--- src/rtl/usb_pkg.sv ---
// Shared constants, state/result enums and CRC5 helpers for the USB token receiver.
// Honours USB_TOKEN_RX_SOF_EN: when defined, SOF (PID 0x5) is a supported token.
package usb_pkg;

  localparam logic [3:0] PID_OUT   = 4'h1;
  localparam logic [3:0] PID_IN    = 4'h9;
  localparam logic [3:0] PID_SETUP = 4'hD;
  localparam logic [3:0] PID_SOF   = 4'h5;

  localparam logic [4:0] CRC5_POLY    = 5'b00101;
  localparam logic [4:0] CRC5_INIT    = 5'b11111;
  localparam logic [4:0] CRC5_RESIDUE = 5'b01100;

  typedef enum logic [2:0] {
    IDLE,
    PID,
    B1,
    B2,
    WAIT_EOP,
    DROP
  } state_e;

  typedef enum logic [1:0] {
    RES_TOK,
    RES_PID,
    RES_LEN,
    RES_CRC
  } res_e;

  // Serial CRC5 unrolled over one byte, bit 0 first as it appears on the wire.
  function automatic logic [4:0] crc5_byte(input logic [4:0] crc, input logic [7:0] data);
    logic [4:0] c;
    logic       fb;
    c = crc;
    for (int i = 0; i < 8; i++) begin
      fb = c[4] ^ data[i];
      c  = {c[3:0], 1'b0} ^ (fb ? CRC5_POLY : 5'b00000);
    end
    return c;
  endfunction

  function automatic logic pid_supported(input logic [7:0] pid_byte);
    logic ok;
    ok = (pid_byte[3:0] == PID_OUT) || (pid_byte[3:0] == PID_IN) ||
         (pid_byte[3:0] == PID_SETUP);
`ifdef USB_TOKEN_RX_SOF_EN
    ok = ok || (pid_byte[3:0] == PID_SOF);
`endif
    return ok && (pid_byte[7:4] == ~pid_byte[3:0]);
  endfunction

endpackage

--- src/rtl/usb_crc5_chk.sv ---
// Byte-wide CRC5 accumulator; after the token fields and their CRC have been
// fed in, residue equals CRC5_RESIDUE for an intact packet.
module usb_crc5_chk
  import usb_pkg::*;
(
  input  logic       clk,
  input  logic       rst,
  input  logic       clr,
  input  logic       en,
  input  logic [7:0] data,
  output logic [4:0] residue
);

  logic [4:0] crc_q;

  always_ff @(posedge clk) begin
    if (rst || clr) begin
      crc_q <= CRC5_INIT;
    end else if (en) begin
      crc_q <= crc5_byte(crc_q, data);
    end
  end

  assign residue = crc_q;

endmodule

--- src/rtl/usb_token_rx.sv ---
// USB token packet receiver: PID check, field extraction, CRC5 and length checks.
// Define USB_TOKEN_RX_SOF_EN to accept SOF and drive frame_num; otherwise frame_num is 0.
//
// state    | meaning
// IDLE     | waiting for the PID byte
// PID      | valid PID held, waiting for byte 1
// B1       | byte 1 held, waiting for byte 2
// B2       | all three bytes held, waiting for eop (a 4th byte is a length error)
// WAIT_EOP | eop arrived together with the last byte; result issued this cycle
// DROP     | discarding bytes until eop (bad PID reports then, overlong stays silent)
module usb_token_rx
  import usb_pkg::*;
(
  input  logic        clk,
  input  logic        rst,
  input  logic [7:0]  rx_data,
  input  logic        rx_valid,
  input  logic        rx_eop,
  input  logic        rx_abort,
  output logic        tok_valid,
  output logic [3:0]  tok_pid,
  output logic [6:0]  tok_addr,
  output logic [3:0]  tok_endp,
  output logic [10:0] frame_num,
  output logic        crc_err,
  output logic        pid_err,
  output logic        len_err,
  output logic        busy
);

  state_e     state;
  logic [3:0] pid_q;
  logic [7:0] byte1_q;
  logic [2:0] endp_hi_q;
  logic [1:0] cnt;
  logic       pid_bad;
  logic       drop_pid;
  logic [4:0] residue;
  logic       crc_clr;
  logic       crc_en;
  logic       fin;
  res_e       fin_kind;

  usb_crc5_chk u_crc (
    .clk     (clk),
    .rst     (rst),
    .clr     (crc_clr),
    .en      (crc_en),
    .data    (rx_data),
    .residue (residue)
  );

  always_comb begin
    crc_clr  = (state == IDLE) || rx_abort;
    crc_en   = rx_valid && !rx_abort && ((state == PID) || (state == B1));
    fin      = 1'b0;
    fin_kind = RES_CRC;
    if (!rx_abort) begin
      case (state)
        PID, B1, B2: fin = rx_eop && !rx_valid;
        WAIT_EOP:    fin = 1'b1;
        default:     fin = 1'b0;
      endcase
    end
    if (pid_bad) begin
      fin_kind = RES_PID;
    end else if (cnt != 2'd3) begin
      fin_kind = RES_LEN;
    end else if (residue == CRC5_RESIDUE) begin
      fin_kind = RES_TOK;
    end
  end

`ifdef USB_TOKEN_RX_SOF_EN
  logic [10:0] frame_q;
  assign frame_num = frame_q;
`else
  assign frame_num = 11'd0;
`endif

  always_ff @(posedge clk) begin
    if (rst) begin
      state     <= IDLE;
      busy      <= 1'b0;
      tok_valid <= 1'b0;
      pid_err   <= 1'b0;
      crc_err   <= 1'b0;
      len_err   <= 1'b0;
      tok_pid   <= 4'd0;
      tok_addr  <= 7'd0;
      tok_endp  <= 4'd0;
      pid_q     <= 4'd0;
      byte1_q   <= 8'd0;
      endp_hi_q <= 3'd0;
      cnt       <= 2'd0;
      pid_bad   <= 1'b0;
      drop_pid  <= 1'b0;
`ifdef USB_TOKEN_RX_SOF_EN
      frame_q   <= 11'd0;
`endif
    end else begin
      tok_valid <= 1'b0;
      pid_err   <= 1'b0;
      crc_err   <= 1'b0;
      len_err   <= 1'b0;
      if (rx_abort) begin
        state <= IDLE;
        busy  <= 1'b0;
      end else if (fin) begin
        state <= IDLE;
        busy  <= 1'b0;
        case (fin_kind)
          RES_TOK: begin
            tok_valid <= 1'b1;
            tok_pid   <= pid_q;
`ifdef USB_TOKEN_RX_SOF_EN
            // SOF carries a frame number in place of addr/endp, which stay put.
            if (pid_q == PID_SOF) begin
              frame_q <= {endp_hi_q, byte1_q};
            end else begin
              tok_addr <= byte1_q[6:0];
              tok_endp <= {endp_hi_q, byte1_q[7]};
            end
`else
            tok_addr <= byte1_q[6:0];
            tok_endp <= {endp_hi_q, byte1_q[7]};
`endif
          end
          RES_PID: pid_err <= 1'b1;
          RES_LEN: len_err <= 1'b1;
          default: crc_err <= 1'b1;
        endcase
      end else begin
        case (state)
          IDLE: begin
            if (rx_valid) begin
              busy     <= 1'b1;
              pid_q    <= rx_data[3:0];
              pid_bad  <= !pid_supported(rx_data);
              drop_pid <= 1'b1;
              cnt      <= 2'd1;
              if (rx_eop)                     state <= WAIT_EOP;
              else if (pid_supported(rx_data)) state <= PID;
              else                            state <= DROP;
            end
          end
          PID: begin
            if (rx_valid) begin
              byte1_q <= rx_data;
              cnt     <= 2'd2;
              state   <= rx_eop ? WAIT_EOP : B1;
            end
          end
          B1: begin
            if (rx_valid) begin
              endp_hi_q <= rx_data[2:0];
              cnt       <= 2'd3;
              state     <= rx_eop ? WAIT_EOP : B2;
            end
          end
          B2: begin
            // Overlong packet: report once now, then swallow the rest silently.
            if (rx_valid) begin
              len_err  <= 1'b1;
              drop_pid <= 1'b0;
              if (rx_eop) begin
                state <= IDLE;
                busy  <= 1'b0;
              end else begin
                state <= DROP;
              end
            end
          end
          DROP: begin
            if (rx_eop) begin
              pid_err <= drop_pid;
              state   <= IDLE;
              busy    <= 1'b0;
            end
          end
          default: begin
            state <= IDLE;
            busy  <= 1'b0;
          end
        endcase
      end
    end
  end

endmodule
--- config.mk ---
export PLATFORM = sky130hd
export DESIGN_NAME = usb_token_rx
export DESIGN_NICKNAME = d
export VERILOG_FILES = /design/src/rtl/usb_pkg.sv /design/src/rtl/usb_crc5_chk.sv /design/src/rtl/usb_token_rx.sv
export SDC_FILE = /design/constraint.sdc
export NUM_CORES = 1
export LEC_CHECK = 0
export BUFFER_PORTS_ARGS = -buffer_cell sky130_fd_sc_hd__buf_2
export CAP_MARGIN = 20
export CELL_PAD_IN_SITES_DETAIL_PLACEMENT = 0
export CELL_PAD_IN_SITES_GLOBAL_PLACEMENT = 1
export CORE_ASPECT_RATIO = 1.75
export CORE_UTILIZATION = 40
export CTS_BUF_LIST = sky130_fd_sc_hd__clkbuf_4 sky130_fd_sc_hd__clkbuf_8 sky130_fd_sc_hd__clkbuf_16
export DETAILED_ROUTE_END_ITERATION = 12
export PLACE_DENSITY = 0.76
export RECOVER_POWER = 100
export SLEW_MARGIN = 30
export SYNTH_ARGS = -nofsm -noshare
export SYNTH_HDL_FRONTEND = slang
export SYNTH_SLANG_ARGS = --single-unit
export TNS_END_PERCENT = 100
--- constraint.sdc ---
create_clock -name clk -period 2.2 [get_ports clk]
set_clock_uncertainty 0.1 [all_clocks]
set_input_delay 0.33 -clock clk [delete_from_list [all_inputs] [get_ports clk]]
set_output_delay 0.33 -clock clk [all_outputs]
set_load 0.005 [all_outputs]
**Yosys cells after proc, flatten, opt, wreduce, memory -nomap -nowiden**

Index checks and enable logic that the tools add are counted.
W data, S select, Z words.

- Flip-flop bits (word level): 47
- Latch bits: 0
- Bits in writable memories: 0
- Bits in read-only memories: 0
- Input bits: 13
- Output and inout port bits: 31
- Word-level logic and storage cells: 128
- Memories: 0

- Add/subtract/negate cells: 0
- $mul: 0
- Divide/modulo/power cells: 0
- Order comparisons: 0
- Eq/ne operators: 18
- Shifts and indexed selects: 0
- Mux-type cells: 44
- Bitwise operators: 20
- Reductions and logical operators: 30

Operator list:

| operator | number |
|---|---|
| $mux W3 | 18 |
| $xor A5 B5 Y5 | 8 |
| $mux W1 | 15 |
| $pmux W3 S5 | 1 |
| $mux W2 | 6 |
| $ne A2 B2 Y1 const B | 6 |
| $reduce_and A4 Y1 | 3 |
| $reduce_or A3 Y1 | 4 |
| $reduce_and A5 Y1 | 2 |
| $eq A4 B4 Y1 const B | 2 |
| $xor A1 B1 Y1 | 8 |
| $eq A3 B2 Y1 const B | 2 |
| $eq A3 B3 Y1 const B | 2 |
| $pmux W2 S3 | 1 |
| $reduce_and A3 Y1 | 2 |
| $reduce_and A6 Y1 | 1 |
| $eq A5 B4 Y1 const B | 1 |
| $logic_or A1 B1 Y1 | 5 |
| $eq A4 B1 Y1 const B | 1 |
| $eq A4 B4 Y1 | 1 |
| $logic_and A1 B1 Y1 | 4 |
| $not A4 Y4 | 1 |
| $pmux W1 S2 | 2 |
| $pmux W1 S4 | 1 |
| other kinds (10) | 15 |

**Depth between registers and ports, before layout**

- Depth in word-level cells: 24
- Gate-level depth with buffers: 6
- Gate-level depth less buffers: 4

**Hierarchy**

A second synthesis with hierarchy kept.

- Cells, all modules: 271
- Area total of the unflattened synthesis: 2397.3 um^2

Modules (own cells, without submodules):

| module | instances | cells each | area each (um^2) | sequential area each (um^2) |
|---|---|---|---|---|
| usb_token_rx | 1 | 237 | 2026.9 | 840.8 |
| usb_crc5_chk | 1 | 34 | 370.4 | 100.1 |

**Least setup slack after synthesis**

Ideal clock, no wire load.

- Path type: register -> register
- Start: register u_crc.crc_q[0] (netlist: u_crc.residue[0])
- End: register tok_pid[0]
- Setup time: 132 ps
- Arrival: 1343 ps
- Required time: 1968 ps
- Setup slack: 624 ps
- Cell stages (with the launch flop): 6
- Path buffers: 1
- Clock period less this slack: 1576 ps
- Cells stage by stage: dfxtp_1 > nand4bb_1 > or3b_1 > buf_2 > o21ai_1 > a21oi_1

- Longest elaborated chain between the ends: 6

Ends and longest elaborated chain:

| what | RTL line | RTL |
|---|---|---|
| start, declared | usb_crc5_chk.sv:14 | `logic [4:0] crc_q;` |
| start signal, assigned | usb_crc5_chk.sv:20 | `crc_q <= crc5_byte(crc_q, data);` |
| $eq A5 B4 Y1 | usb_token_rx.sv:69 | `end else if (residue == CRC5_RESIDUE) begin` |
| $mux W2 | usb_token_rx.sv:69 |  |
| $mux W2 | usb_token_rx.sv:67 | `end else if (cnt != 2'd3) begin` |
| $mux W2 | usb_token_rx.sv:65 | `if (pid_bad) begin` |
| $logic_not A2 Y1 | usb_token_rx.sv:112 | `case (fin_kind)` |
| $reduce_and A3 Y1 (no source line) | n/a |  |
| end signal, assigned | usb_token_rx.sv:115 | `tok_pid <= pid_q;` |
| end, declared | usb_token_rx.sv:21 | `output logic [3:0] tok_pid,` |

Every way passes these cells.
A chain may end at the register's enable or synchronous reset.

**Worst setup path after layout**

- Start: register state[2]
- End: register tok_addr[5]

- Longest elaborated chain between the ends: 5
- Elaborated cells between the ends (all ways): 8
- Those cells by class: eq/ne: 4; mux: 2; reduce/logical: 2

Ends and longest elaborated chain:

| what | RTL line | RTL |
|---|---|---|
| start, declared | usb_token_rx.sv:31 | `state_e state;` |
| start signal, assigned | usb_token_rx.sv:151 | `state <= rx_eop ? WAIT_EOP : B1;` |
| start signal, assigned | usb_token_rx.sv:158 | `state <= rx_eop ? WAIT_EOP : B2;` |
| $eq A3 B1 Y1 or $eq A3 B2 Y1 (tied branches) | usb_token_rx.sv:59 | `case (state)` |
| $reduce_or A3 Y1 | usb_token_rx.sv:59 |  |
| $pmux W1 S2 (*) | usb_token_rx.sv:59 |  |
| $mux W1 (*) | usb_token_rx.sv:58 | `if (!rx_abort) begin` |
| $reduce_and A3 Y1 (no source line) (*) | n/a |  |
| end signal, assigned | usb_token_rx.sv:125 | `tok_addr <= byte1_q[6:0];` |
| end, declared | usb_token_rx.sv:22 | `output logic [6:0] tok_addr,` |

Mark *: on every way between the ends. The rest lies on a longest branch, timed or not.

==> run summary <==
P_leak -> 0.946 nW
# IOs -> 44
Initial Util -> 0.421
ANT nets after route -> 0
RD Place Congestion -> 0.812
crit path capture type -> flop
Buffers & Inverters on Critical Path -> 0
final setup violation count -> 0
yosys warns -> 0
CTS root buf -> clkbuf_8
number of synthesized flops with an enable pin -> 0
postcts setup bufs -> 0
Die Y -> 101 um
Filler Cell Count -> 586
final hold violations -> 0
critical path startpoint category -> flop
worst slew pin tran -> 593 ps
WP data required -> 2340 ps
clk sinks -> 47
Core Region -> 5340 um2
status -> complete, no violations
worst-skew pair later-pin latency -> 300 ps
max-cap violations -> 0
hpwl dp -> 3.90 mm
CP max FO -> 17
cts repair resizes -> 0
count leader, synth -> dfxtp_1
Setup TNS -> 0 ps
final wirelength -> 5.23 mm
CP max stage cell -> mux2_1
fmax -> 529 MHz
Slew Limit Fails -> 0
H-tree levels -> 2
clock transition at the registers of the reported paths -> 90 ps
Hold Crit Class -> input port to flop
critical path's top delay family -> multiplexers
Synth-to-Final Area Change -> 12.7%
RSZ-0062 raised after global routing -> false
cells after synthesis -> 263
CP Data Arrival Time -> 2030 ps
detailed-route DRC error count -> 0
first-pass GRT wire length -> 8.95 mm
Tcrit/Tclk final -> 0.859
Top FF cell, synth -> dfxtp_1
Hold WS -> 188 ps
Synth top area share -> 0.418
storage element area -> 941 um2
die width -> 58.7 um
initial antenna violation count -> 0
DR vias/cell -> 5.17
type of the worst setup path -> flop to flop
largest area contributor in the netlist -> dfxtp_1
vias in the first global route -> 1804
Hold-fix buffers, CTS -> 0
Avg Inst Size Synth -> 8.56 um2
Final Core Density -> 0.475
Max-slew headroom -> 0.605
fin nets -> 304
Tmin final -> 1890 ps
post-synthesis instance area -> 2250 um2
CTS Buffer Depth -> 2
grt ovf -> 0
power per cell area -> 716 nW/um2
worst IR drop on VDD -> 0.268 mV
top cells by area, synth -> dfxtp_1, a21oi_1, nand3_1
footprint of the multi-input gates -> 1160 um2
async set-reset flop share out of synthesis -> 0
diode count -> 0
gr usage total -> 0.201
total die area -> 5940 um2
final worst slack -> 309 ps
Yosys reg bits -> 47
largest net degree at the start of global routing -> 24
Tot Pwr -> 0.00182 W
FP Rows -> 35
CTS tree -> yes
share of cells above drive strength 1 -> 0.147
critical path's largest stage delay -> 580 ps
drt wl/cell -> 14.3 um
Port Buf Inserts -> 32
Post-Place Setup Slack -> 294 ps
1st-iter DRT viols -> 46
worst path cell trace -> nor3b_1 -> mux2_1 -> nand3_1 -> a21oi_1
CTS Buf Count -> 5
top cells by count, synth -> dfxtp_1, a21oi_1, nand2_1, nand3_1, o21ai_0
Synth cell types -> 44
sequential share of the synthesized area -> 0.418
DRT Pass-1 Iters -> 4
vias after detailed routing -> 1893
-- metrics by stage --
step | area, um2 | cells
final | 2540 | 366
after global routing | 2540 | 366
after CTS | 2570 | 366
after detailed placement | 2430 | 358
after global placement | 2430 | 358
after floorplan | 2290 | 273
-- path summary, 6_finish.rpt --
| check | from | slack [ps] | endpoint | cells after the start |
|---|---|---|---|---|
| worst max-delay path | state[2] | 310 | tok_addr[5] | 4 |
| worst min-delay path | rx_eop | 190 | state[1] | 2 |
| worst max register to register | state[2] | 310 | tok_addr[5] | 4 |
| worst min register to register | byte1_q[5] | 360 | byte1_q[5] | 2 |
-- registers in the layout, summed over array words and instances, names as in the netlist, 2 cells and up --
| signal | flops |
|---|---|
| tok_addr | 7 |
| byte1_q | 8 |
| pid_q | 4 |
| tok_endp | 4 |
| endp_hi_q | 3 |
| tok_pid | 4 |
| u_crc.residue | 5 |
| cnt | 2 |
| state | 3 |
-- worst reg2reg max path, stage by stage (launching register included) --
cell	delay, ps
dfxtp_1	460
nor3b_1	370
mux2_1	580
nand3_1	160
a21oi_1	160
-- per-layer routing --
layer | vias to the layer above | global-route usage | share of wire
met1 | 868 | 0.225 | 0.40
met5 | - | 0 | 0
met4 | 0 | 0.126 | 0.041
li1 | 955 | - | -
met2 | 52 | 0.350 | 0.53
met3 | 18 | 0.0294 | 0.030
-- cells in the final DEF (no fill, tap or decap), types with 4 or more instances in the layout --
cell / synthesis / final
nor3_1: 4 / 4
xnor2_1: 9 / 9
o21ai_1: 10 / 9
buf_2: 9 / 25
buf_4: 11 / 4
o21ai_0: 12 / 13
nand3_1: 25 / 25
clkbuf_8: 0 / 5
a21oi_1: 37 / 37
dfxtp_1: 47 / 47
nand2_1: 29 / 29
clkbuf_1: 7 / 8
nor2_1: 11 / 11
xor2_1: 5 / 5
conb_1: 1 / 11
-- cell families after synthesis --
logic type / share of synthesized area
xor gates and xnor gates: 0.0956
and+or+nand+nor: 0.219
muxes: 0.0295
other: 0.00167
AOI/OAI and AO/OA: 0.161
DFF: 0.418
buffers and inverters: 0.0756
-- power by group --
| part | total (W) | leakage (nW) | switching [W] | internal [W] |
|---|---|---|---|---|
| Combinational | 0.000173 | 0.497 | 0.000101 | 0.0000721 |
| Clock | 0.000764 | 0.0688 | 0.000297 | 0.000467 |
| Sequential | 0.000878 | 0.380 | 0.0000143 | 0.000864 |
-- final cells by class --
type                       instances  share of cell area
tap                               74              0.0365
inverter                           3             0.00444
multi-input combinational        195               0.458
sequential                        47               0.371
clock buffer                       6              0.0301
timing repair buffer              39              0.0765
clock inverter                     2              0.0237
Note: power is estimated with default switching activity, not from simulation.
